## src/rtl/downsample_mc.sv

```systemverilog
// Multi-channel programmable decimator: pick-first or boxcar-sum per group of
// accepted samples, qualified by a valid strobe on a single clock.
module downsample_mc #(
   parameter int unsigned W       = 14,
   parameter int unsigned NCH     = 2,
   parameter int unsigned DEC_MAX = 20,
   parameter int unsigned DEC_W   = 5,
   parameter int unsigned GW      = 5
) (
   input  logic                      clk_i,
   input  logic                      rst_n,
   input  logic                      en_i,
   input  logic                      mode_i,
   input  logic [DEC_W-1:0]          dec_i,
   input  logic                      valid_i,
   input  logic [NCH*W-1:0]          data_i,
   output logic                      valid_o,
   output logic [NCH*(W+GW)-1:0]     data_o
);

   localparam int unsigned OWO = W + GW;

   logic [DEC_W-1:0]   cnt_q, cnt_d;
   logic [DEC_W-1:0]   dec_q, dec_d;
   logic               mode_q, mode_d;
   logic [NCH*OWO-1:0] acc_q, acc_d;
   logic               valid_d;
   logic [NCH*OWO-1:0] data_d;

   logic               accept_c;
   logic               start_c;
   logic               last_c;
   logic               mode_cur_c;
   logic [DEC_W-1:0]   dec_in_c;
   logic [DEC_W-1:0]   dec_cur_c;
   logic [NCH*OWO-1:0] acc_nxt_c;

   // Clamp the requested factor into 1..DEC_MAX
   always_comb begin
      dec_in_c = dec_i;
      if (dec_i == '0) begin
         dec_in_c = DEC_W'(1);
      end else if (dec_i > DEC_W'(DEC_MAX)) begin
         dec_in_c = DEC_W'(DEC_MAX);
      end
   end

   // Group bookkeeping: factor and mode come from the inputs only at group start
   always_comb begin
      accept_c   = valid_i & en_i;
      start_c    = (cnt_q == '0);
      dec_cur_c  = start_c ? dec_in_c : dec_q;
      mode_cur_c = start_c ? mode_i : mode_q;
      last_c     = (cnt_q == (dec_cur_c - DEC_W'(1)));
   end

   // Per-channel accumulator update including the sample being accepted now
   always_comb begin
      acc_nxt_c = acc_q;
      for (int unsigned ch = 0; ch < NCH; ch++) begin
         if (start_c) begin
            acc_nxt_c[ch*OWO +: OWO] = {{GW{data_i[ch*W + W - 1]}}, data_i[ch*W +: W]};
         end else if (mode_cur_c) begin
            acc_nxt_c[ch*OWO +: OWO] = acc_q[ch*OWO +: OWO]
                                     + {{GW{data_i[ch*W + W - 1]}}, data_i[ch*W +: W]};
         end
      end
   end

   // Next-state and output values
   always_comb begin
      cnt_d   = cnt_q;
      dec_d   = dec_q;
      mode_d  = mode_q;
      acc_d   = acc_q;
      valid_d = 1'b0;
      data_d  = data_o;
      if (!en_i) begin
         cnt_d = '0;
         acc_d = '0;
      end else if (accept_c) begin
         acc_d = acc_nxt_c;
         if (start_c) begin
            dec_d  = dec_in_c;
            mode_d = mode_i;
         end
         if (last_c) begin
            cnt_d   = '0;
            valid_d = 1'b1;
            data_d  = acc_nxt_c;
         end else begin
            cnt_d = cnt_q + DEC_W'(1);
         end
      end
   end

   // State and output registers with synchronous active-low reset
   always_ff @(posedge clk_i) begin
      if (!rst_n) begin
         cnt_q   <= '0;
         dec_q   <= DEC_W'(1);
         mode_q  <= 1'b0;
         acc_q   <= '0;
         valid_o <= 1'b0;
         data_o  <= '0;
      end else begin
         cnt_q   <= cnt_d;
         dec_q   <= dec_d;
         mode_q  <= mode_d;
         acc_q   <= acc_d;
         valid_o <= valid_d;
         data_o  <= data_d;
      end
   end

endmodule

```

## config.mk

```make
export PLATFORM = sky130hd
export DESIGN_NAME = downsample_mc
export DESIGN_NICKNAME = d
export VERILOG_FILES = /design/src/rtl/downsample_mc.sv
export SDC_FILE = /design/constraint.sdc
export NUM_CORES = 1
export LEC_CHECK = 0
export CAP_MARGIN = 10
export CORE_ASPECT_RATIO = 0.5
export CORE_MARGIN = 1
export CORE_UTILIZATION = 50
export DETAILED_ROUTE_END_ITERATION = 16
export GPL_ROUTABILITY_DRIVEN = 1
export PLACE_DENSITY = 0.79
export SLEW_MARGIN = 20
export SYNTH_ARGS = -nofsm -noshare
export SYNTH_HDL_FRONTEND = slang
export SYNTH_SLANG_ARGS = --single-unit
```

## constraint.sdc

```tcl
create_clock -name clk_i -period 4.02 [get_ports clk_i]
set_input_delay 0.804 -clock clk_i [delete_from_list [all_inputs] [get_ports clk_i]]
set_output_delay 0.804 -clock clk_i [all_outputs]
set_load 0.01 [all_outputs]
```

==> impl_metrics.env, run 1 <==
export IMPL_status="finished, final reports clean"
export IMPL_final_area_um2=7330
export IMPL_total_power_uw=2240
export IMPL_die_h_um=80.3
export IMPL_drv_cap=0
export IMPL_vias_per_cell=5.82
export IMPL_r2r_start="cnt_q[0]$_SDFFE_PN0P_"
export IMPL_cts_resized_gates=0
export IMPL_cts_sinks=88
export IMPL_numCtsBuffers=9
export IMPL_synth_area_leaders="dfxtp_1 29%, mux2i_1 12%, ha_1 8.0%"
export IMPL_p_leak_uw=0.00323
export IMPL_fin_util_pct=61.7
export IMPL_antenna_found_initial=0
export IMPL_period_share_pct=92.3
export IMPL_grt_overflow=0
export IMPL_slowest_delay_ns=0.61
export IMPL_fp_row_count=28
export IMPL_grt_pass1_wl_mm=26.1
export IMPL_vdd_drop_max_mv=0.186
export IMPL_crit_path_end_kind="flop"
export IMPL_async_flop_share_pct=0
export IMPL_startpoint="dec_i[4]"
export IMPL_ctsHoldBuffers=0
export IMPL_synth_edf_count=0
export IMPL_rsz0062_at_grt="false"
export IMPL_drc=0
export IMPL_diodes=0
export IMPL_grt_pass1_vias=5330
export IMPL_layout_drive_gt1_share_pct=5.12
export IMPL_relSlewSlack_pct=56.3
export IMPL_required_ns=4.24
export IMPL_critPathSlowestCell="clkdlybuf4s50_1"
export IMPL_dr_total_vias=5731
export IMPL_ys_ff_latch=88
export IMPL_wire_per_inst_um=16.2
export IMPL_clkSlewWorstSetupHoldPaths_ns=0.06
export IMPL_wirelength_mm=15.9
export IMPL_place_hpwl_mm=11.0
export IMPL_synthFlopType="dfxtp_1"
export IMPL_powerDensity_nw_per_um2=306
export IMPL_worst_hold_startpoint="dec_q[2]$_SDFFE_PN0P_"
export IMPL_avgSynthCellArea_um2=8.09
export IMPL_fin_skew_ns=0.00598
export IMPL_holdPathStages=2
export IMPL_finalSetupViolCount=0
export IMPL_synth_common_cells="97 x nor2_1, 88 x dfxtp_1, 75 x mux2i_1, 66 x a21oi_1, 49 x nand2_1"
export IMPL_postCtsSetupBuffers=0
export IMPL_cts_tree="yes"
export IMPL_dieArea_um2=12700
export IMPL_design_portCount=77
export IMPL_antenna_left=0
export IMPL_cp_start_kind="input port"
export IMPL_final_max_slew_violation_count=0
export IMPL_first_pass_iters=4
export IMPL_placed_area_um2=7020
export IMPL_worstMarginPinSlew_ns=0.653
export IMPL_finalHoldViolCount=0
export IMPL_syn_nets=837
export IMPL_path_cells="clkdlybuf4s50_1 -> o21ai_0 -> and3_1 -> a21oi_1 -> ha_1 -> inv_1 -> or3_1 -> o32a_1 -> o211ai_4 -> nand3_2 -> buf_4 -> mux2i_1 -> nor2_1"
export IMPL_drtIter0Drc=495
export IMPL_rr_worst_depth=14
export IMPL_cts_path_max_buffers=2
export IMPL_cpLargestDelayFamily="buffers and inverters"
export IMPL_path_depth=13
export IMPL_insertion_delay_ns=0.34
export IMPL_ys_seq_area_share_pct=28.7
export IMPL_cts_root_buf="clkbuf_16"
export IMPL_port_buffers=76
export IMPL_synthCells=758
export IMPL_fin_crit_ns=3.71
export IMPL_fmax_mhz=270
export IMPL_netlist_area_leader_share_pct=28.7
export IMPL_start_util_pct=51.6
export IMPL_yosysMostFrequentCell="nor2_1"
export IMPL_syn_area_um2=6130
export IMPL_layout_nets=895
export IMPL_path_buf_inv=3
export IMPL_fp_dieW_um=159
export IMPL_fp_coreArea_um2=11900
export IMPL_ys_warn_count=0
export IMPL_worstPathArrival_ns=3.93
export IMPL_synth_distinct_cells=72
export IMPL_grt_max_degree=57
export IMPL_cp_max_fo=12
export IMPL_hp_class="flop to flop"
export IMPL_area_growth_pct=19.5
export IMPL_gp_congestion=0.885
export IMPL_rrSetupSlack_ns=0.35
export IMPL_grt_usage_pct=26.1
export IMPL_path_class="input port to flop"
export IMPL_ctsHtreeMaxLevel=3
export IMPL_yosysTopAreaCell="dfxtp_1"
[sequential cells by signal, summed over array words and instances, names as in the netlist]
name     count
dec_q        5
data_o      38
mode_q       1
valid_o      1
cnt_q        5
acc_q       38
[layout make-up]
type / count / area (um2)
clock buffers: 13 / 270
clock inverters: 2 / 37.5
fillers: 1031 / 4550
inverters: 20 / 75.1
multi-input cells: 608 / 4110
flip-flops and latches: 88 / 1760
well taps: 165 / 206
repair buffers: 89 / 866
[path summary, 6_finish.rpt]
path                              to
max reg2reg  data_o[19]$_SDFFE_PN0P_
max          data_o[19]$_SDFFE_PN0P_
min reg2reg    dec_q[2]$_SDFFE_PN0P_
min            dec_q[2]$_SDFFE_PN0P_
[cell families (layout without fill, tap and decap cells)]
family                     count (synthesis)  in the layout  share of synthesized area (%)
xor gates and xnor gates                  27             27                           3.86
DFF                                       88             88                           28.7
and+or+nand+nor                          248            248                           19.5
buffers and inverters                     62            124                           4.28
muxes                                     75             75                           12.2
adders and majority gates                 41             41                           8.61
AOI/OAI and AO/OA                        217            217                           22.8
[layer usage]
metal  track usage, %  vias to the layer above  wire length, um
met5                0                        -                0
met1             35.1                     2655             7650
li1                 -                     2891                -
met4             7.98                        0              264
met3             5.18                       19              922
met2             41.9                      166             7070
[cells in the final DEF (no fill, tap or decap), types with 6 or more instances in the layout]
cell type / n
o211ai_1: 10
nand2_1: 49
buf_4: 12
mux2i_1: 75
inv_1: 18
nor3_1: 19
nand3_1: 27
a21oi_1: 66
clkdlybuf4s50_1: 75
o31ai_1: 6
ha_1: 39
a21o_1: 15
o21ai_0: 43
dfxtp_1: 88
a31oi_1: 11
xnor2_1: 24
clkbuf_16: 9
and3_1: 17
a211oi_1: 17
nor2_1: 97
[worst register-to-register path, delay by kind of cell, from the launching register on]
kind                     cells  cell delay [ns]
AND/OR/NAND/NOR              4             1.10
buffers and inverters        3             0.47
AO/OA/AOI/OAI                4             1.00
adder cells (fa/ha/maj)      2             0.46
flip-flops                   1             0.34
multiplexers                 1             0.18
[power breakdown]
group / internal (uW) / switching [uW] / total [uW]
clock: 530 / 344 / 874
combinational: 196 / 263 / 458
sequential: 894 / 17.8 / 912
[per-stage QoR]
stage | setup slack [ns] | std cells | hold WS, ns | setup TNS (ns)
2_1_floorplan | 0.326 | 758 | 0.436 | 0
3_3_place_gp | 0.0893 | 970 | 0.445 | 0
3_5_place_dp | -0.0438 | 970 | 0.450 | -0.352
4_1_cts | 0.310 | 985 | 0.458 | 0
5_1_grt | 0.0456 | 985 | 0.479 | 0
6_report | 0.311 | 985 | 0.453 | 0
Note: power is estimated with default switching activity, not from simulation.
==> inputs of run 2 (changes only) <==
--- a/config.mk
+++ b/config.mk
@@ -5,10 +5,11 @@
 export SDC_FILE = /design/constraint.sdc
 export NUM_CORES = 1
 export LEC_CHECK = 0
-export CAP_MARGIN = 10
+export CAP_MARGIN = 20
 export CORE_ASPECT_RATIO = 0.5
 export CORE_MARGIN = 1
 export CORE_UTILIZATION = 50
+export CTS_BUF_LIST = sky130_fd_sc_hd__clkbuf_16
 export DETAILED_ROUTE_END_ITERATION = 16
 export GPL_ROUTABILITY_DRIVEN = 1
 export PLACE_DENSITY = 0.79
==> impl_metrics.env, run 2 (synthesis gave the netlist of run 1 again) <==
export IMPL_clkSlewWorstSetupHoldPaths_ns=0.06
export IMPL_crit_path_end_kind="flop"
export IMPL_layout_nets=895
export IMPL_postCtsSetupBuffers=0
export IMPL_place_ws_ns=-0.0438
export IMPL_ctsHoldBuffers=0
export IMPL_holdWs_ns=0.453
export IMPL_path_buf_inv=3
export IMPL_port_buffers=76
export IMPL_insertion_delay_ns=0.34
export IMPL_die_h_um=80.3
export IMPL_fp_row_count=28
export IMPL_ctsHtreeMaxLevel=3
export IMPL_grt_overflow=0
export IMPL_grt_pass1_vias=5330
export IMPL_cts_tree="yes"
export IMPL_vdd_drop_max_mv=0.185
export IMPL_hp_class="flop to flop"
export IMPL_path_cells="clkdlybuf4s50_1 -> o21ai_0 -> and3_1 -> a21oi_1 -> ha_1 -> inv_1 -> or3_1 -> o32a_1 -> o211ai_4 -> nand3_2 -> buf_4 -> mux2i_1 -> nor2_1"
export IMPL_required_ns=4.24
export IMPL_start_util_pct=51.6
export IMPL_antenna_found_initial=0
export IMPL_diodes=0
export IMPL_vias_per_cell=5.83
export IMPL_finalSetupViolCount=0
export IMPL_cts_resized_gates=0
export IMPL_num_fill_cells=1034
export IMPL_cts_path_max_buffers=2
export IMPL_rsz0062_at_grt="false"
export IMPL_powerDensity_nw_per_um2=299
export IMPL_p_leak_uw=0.00321
export IMPL_grt_max_degree=57
export IMPL_status="finished, final reports clean"
export IMPL_critPathSlowestCell="clkdlybuf4s50_1"
export IMPL_cpLargestDelayFamily="buffers and inverters"
export IMPL_slowest_delay_ns=0.61
export IMPL_period_share_pct=92.6
export IMPL_holdPathStages=2
export IMPL_r2r_end="data_o[19]$_SDFFE_PN0P_"
export IMPL_fin_skew_ns=0.00695
export IMPL_path_class="input port to flop"
export IMPL_holdPathEnd="dec_q[2]$_SDFFE_PN0P_"
export IMPL_drc=0
export IMPL_gp_congestion=0.885
export IMPL_area_growth_pct=19.0
export IMPL_fin_crit_ns=3.72
export IMPL_finalHoldViolCount=0
export IMPL_cp_start_kind="input port"
export IMPL_dr_total_vias=5746
export IMPL_relSlewSlack_pct=55.8
export IMPL_drtIter0Drc=480
export IMPL_layout_drive_gt1_share_pct=4.76
export IMPL_worst_hold_startpoint="dec_q[2]$_SDFFE_PN0P_"
export IMPL_cts_sinks=88
export IMPL_grt_pass1_wl_mm=26.1
export IMPL_rr_worst_depth=14
export IMPL_final_cell_mix="97 x nor2_1, 88 x dfxtp_1, 75 x mux2i_1, 75 x clkdlybuf4s50_1, 66 x a21oi_1"
export IMPL_finalWorstSetupSlack_ns=0.298
export IMPL_design_portCount=77
export IMPL_numCtsBuffers=9
export IMPL_fp_coreArea_um2=11900
export IMPL_grt_usage_pct=26.1
export IMPL_fp_dieW_um=159
export IMPL_r2r_start="cnt_q[0]$_SDFFE_PN0P_"
export IMPL_fmax_mhz=269
export IMPL_antenna_left=0
export IMPL_rrSetupSlack_ns=0.34
export IMPL_cp_max_fo=12
export IMPL_final_common_cell="nor2_1"
export IMPL_fin_util_pct=61.5
export IMPL_place_hpwl_mm=11.0
export IMPL_worstMarginPinSlew_ns=0.660
export IMPL_wirelength_mm=15.9
export IMPL_first_pass_iters=5
export IMPL_final_max_slew_violation_count=0
export IMPL_dieArea_um2=12700
export IMPL_wire_per_inst_um=16.1
export IMPL_top_regs="acc_q: 38 flops, data_o: 38 flops"
export IMPL_worstPathArrival_ns=3.94
export IMPL_drv_cap=0
export IMPL_cts_root_buf="clkbuf_16"
## run 2: where the power goes
part	internal, uW	leakage, uW	switching, uW
Clock	470	0.000135	340
Sequential	894	0.000713	17.6
Combinational	196	0.00237	263
## run 2: how the worst max path moves through the flow
stage,end,slack [ns],cells after the start,start
floorplan,data_o[18]$_SDFFE_PN0P_,0.33,16,cnt_q[0]$_SDFFE_PN0P_
global placement,data_o[19]$_SDFFE_PN0P_,0.09,13,dec_i[4]
CTS,data_o[19]$_SDFFE_PN0P_,0.31,13,dec_i[4]
finish,data_o[19]$_SDFFE_PN0P_,0.30,13,dec_i[4]
detailed placement,data_o[19]$_SDFFE_PN0P_,-0.04,13,dec_i[4]
global route,data_o[23]$_SDFFE_PN0P_,0.05,13,dec_i[4]
## run 2: through the flow
| stage | cells | total power, uW | setup TNS (ns) | instance area, um2 |
|---|---|---|---|---|
| floorplan | 758 | 1250 | 0 | 6130 |
| global placement | 970 | 1370 | 0 | 7020 |
| detailed placement | 970 | 1380 | -0.352 | 7020 |
| CTS | 985 | 2190 | 0 | 7300 |
| global route | 985 | 2290 | 0 | 7300 |
| finish | 985 | 2180 | 0 | 7300 |
## run 2: layer usage
metal,wire length (um),vias to the layer above,global-route usage [%]
li1,-,2882,-
met1,7580,2658,35.1
met2,7040,184,41.9
met3,953,22,5.18
met4,302,0,7.98
met5,0,-,0
## run 2: final cells by class
class | instances | area (um2) | area share, %
multi-input combinational | 608 | 4110 | 56.3
sequential | 88 | 1760 | 24.1
timing repair buffer | 89 | 866 | 11.9
clock buffer | 9 | 225 | 3.08
tap | 165 | 206 | 2.83
inverter | 20 | 75.1 | 1.03
clock inverter | 6 | 52.6 | 0.720
## run 2: tightest hold or removal path, cell delays in order, from the launching register on
cell,delay (ns)
dfxtp_1,0.31
nand2_1,0.05
a21oi_1,0.05
==> inputs of run 3 (changes only) <==
--- a/config.mk
+++ b/config.mk
@@ -6,7 +6,7 @@
 export NUM_CORES = 1
 export LEC_CHECK = 0
 export CAP_MARGIN = 20
-export CORE_ASPECT_RATIO = 0.5
+export CORE_ASPECT_RATIO = 1.4
 export CORE_MARGIN = 1
 export CORE_UTILIZATION = 50
 export CTS_BUF_LIST = sky130_fd_sc_hd__clkbuf_16
==> impl_metrics.env, run 3 (synthesis gave the netlist of run 1 again) <==
export IMPL_status="finished, final reports clean"
export IMPL_num_fill_cells=1047
export IMPL_tns_ns=0
export IMPL_vdd_drop_max_mv=0.228
export IMPL_power_switching_uw=639
export IMPL_hp_class="flop to flop"
export IMPL_r2r_start="cnt_q[0]$_SDFFE_PN0P_"
export IMPL_drv_cap=0
export IMPL_postCtsSetupBuffers=0
export IMPL_start_util_pct=51.6
export IMPL_r2r_end="data_o[36]$_SDFFE_PN0P_"
export IMPL_rrSetupSlack_ns=0.22
export IMPL_fin_skew_ns=0.00813
export IMPL_powerDensity_nw_per_um2=311
export IMPL_cts_root_buf="clkbuf_16"
export IMPL_fin_util_pct=61.3
export IMPL_required_ns=4.28
export IMPL_period_share_pct=94.4
export IMPL_fp_dieW_um=95.6
export IMPL_rsz0062_at_grt="false"
export IMPL_place_hpwl_mm=11.2
export IMPL_crit_path_end_kind="flop"
export IMPL_dr_total_vias=5903
export IMPL_worstPathArrival_ns=4.06
export IMPL_insertion_delay_ns=0.35
export IMPL_first_pass_iters=5
export IMPL_comb_power_share_pct=20.2
export IMPL_dieArea_um2=12700
export IMPL_seqPwrFrac_pct=40.2
export IMPL_p_int_uw=1630
export IMPL_drtIter0Drc=392
export IMPL_pwr_share_clk_pct=39.6
export IMPL_fmax_mhz=263
export IMPL_fin_crit_ns=3.80
export IMPL_antenna_found_initial=0
export IMPL_antenna_left=0
export IMPL_cp_start_kind="flop"
export IMPL_cts_path_max_buffers=2
export IMPL_finalHoldViolCount=0
export IMPL_fp_coreArea_um2=11900
export IMPL_finalSetupViolCount=0
export IMPL_cts_sinks=88
export IMPL_ctsHoldBuffers=0
export IMPL_relSlewSlack_pct=26.6
export IMPL_rr_worst_depth=13
export IMPL_endpoint="data_o[36]$_SDFFE_PN0P_"
export IMPL_cts_resized_gates=0
export IMPL_grt_pass1_vias=5791
export IMPL_layout_drive_gt1_share_pct=4.88
export IMPL_numCtsBuffers=9
export IMPL_grt_pass1_wl_mm=26.8
export IMPL_cts_tree="yes"
export IMPL_port_buffers=76
export IMPL_grt_max_degree=55
export IMPL_p_leak_uw=0.00322
export IMPL_design_portCount=77
export IMPL_top_regs="acc_q: 38 flops, data_o: 38 flops"
export IMPL_holdWs_ns=0.459
export IMPL_total_power_uw=2270
export IMPL_drc=0
export IMPL_holdPathStages=2
export IMPL_fp_row_count=47
export IMPL_final_max_slew_violation_count=0
export IMPL_startpoint="cnt_q[0]$_SDFFE_PN0P_"
export IMPL_switching_share_pct=28.2
export IMPL_final_common_cell="nor2_1"
export IMPL_area_growth_pct=18.8
export IMPL_layout_nets=893
export IMPL_cp_max_fo=33
export IMPL_die_h_um=133
export IMPL_wirelength_mm=16.2
export IMPL_final_cell_mix="97 x nor2_1, 88 x dfxtp_1, 75 x mux2i_1, 75 x clkdlybuf4s50_1, 66 x a21oi_1"
export IMPL_diodes=0
export IMPL_gp_congestion=0.971
export IMPL_path_class="flop to flop"
export IMPL_worstMarginPinSlew_ns=1.10
export IMPL_clkSlewWorstSetupHoldPaths_ns=0.07
export IMPL_vias_per_cell=6.11
export IMPL_wire_per_inst_um=16.7
export IMPL_ctsHtreeMaxLevel=3
export IMPL_grt_overflow=0
export IMPL_grt_usage_pct=26.5
run 3: metrics by stage:
| stage | setup WS, ns | std cells | cell area, um2 |
|---|---|---|---|
| after global placement | 0.150 | 950 | 6970 |
| after detailed placement | 0.0758 | 950 | 6970 |
| after floorplan | 0.326 | 758 | 6130 |
| after global routing | 0.0388 | 966 | 7280 |
| final | 0.224 | 966 | 7280 |
| after CTS | 0.222 | 966 | 7280 |
run 3: worst min-delay path by stage:
stage / endpoint / from / slack (ns)
floorplan: dec_q[2]$_SDFFE_PN0P_ / dec_q[2]$_SDFFE_PN0P_ / 0.44
global placement: dec_q[2]$_SDFFE_PN0P_ / dec_q[2]$_SDFFE_PN0P_ / 0.45
detailed placement: dec_q[2]$_SDFFE_PN0P_ / dec_q[2]$_SDFFE_PN0P_ / 0.45
CTS: dec_q[2]$_SDFFE_PN0P_ / dec_q[2]$_SDFFE_PN0P_ / 0.46
global route: dec_q[2]$_SDFFE_PN0P_ / dec_q[2]$_SDFFE_PN0P_ / 0.48
finish: dec_q[2]$_SDFFE_PN0P_ / dec_q[2]$_SDFFE_PN0P_ / 0.46
run 3: per-layer routing:
metal / GRT usage (%) / wire length [um]
met1: 31.8 / 6800
met2: 45.7 / 8070
met3: 3.74 / 812
met4: 12.3 / 489
met5: 0 / 0
run 3: worst max-delay path, stage by stage (launching register included):
cell and delay (ns):
dfxtp_1 0.33, inv_1 0.14, ha_1 0.21, or4b_1 0.49, buf_4 0.29, a21oi_1 0.25
ha_1 0.26, inv_1 0.07, or3_1 0.34, o32a_1 0.33, o211ai_4 0.26, nand3_2 0.13
buf_4 0.29, o41ai_2 0.32
run 3: cell type report:
class	count	area [um2]	share of cell area [%]
Clock buffer	9	225	3.09
Clock inverter	7	86.3	1.19
Multi-Input combinational cell	608	4110	56.5
Inverter	20	75.1	1.03
Sequential cell	88	1760	24.2
Tap cell	147	184	2.52
Timing Repair Buffer	87	838	11.5
run 3: power groups by stage:
stage,sequential (uW),clock [uW],combinational [uW]
global route,914,946,503
detailed placement,931,0,449
finish,912,898,457
floorplan,928,0,319
global placement,930,0,431
CTS,911,906,453
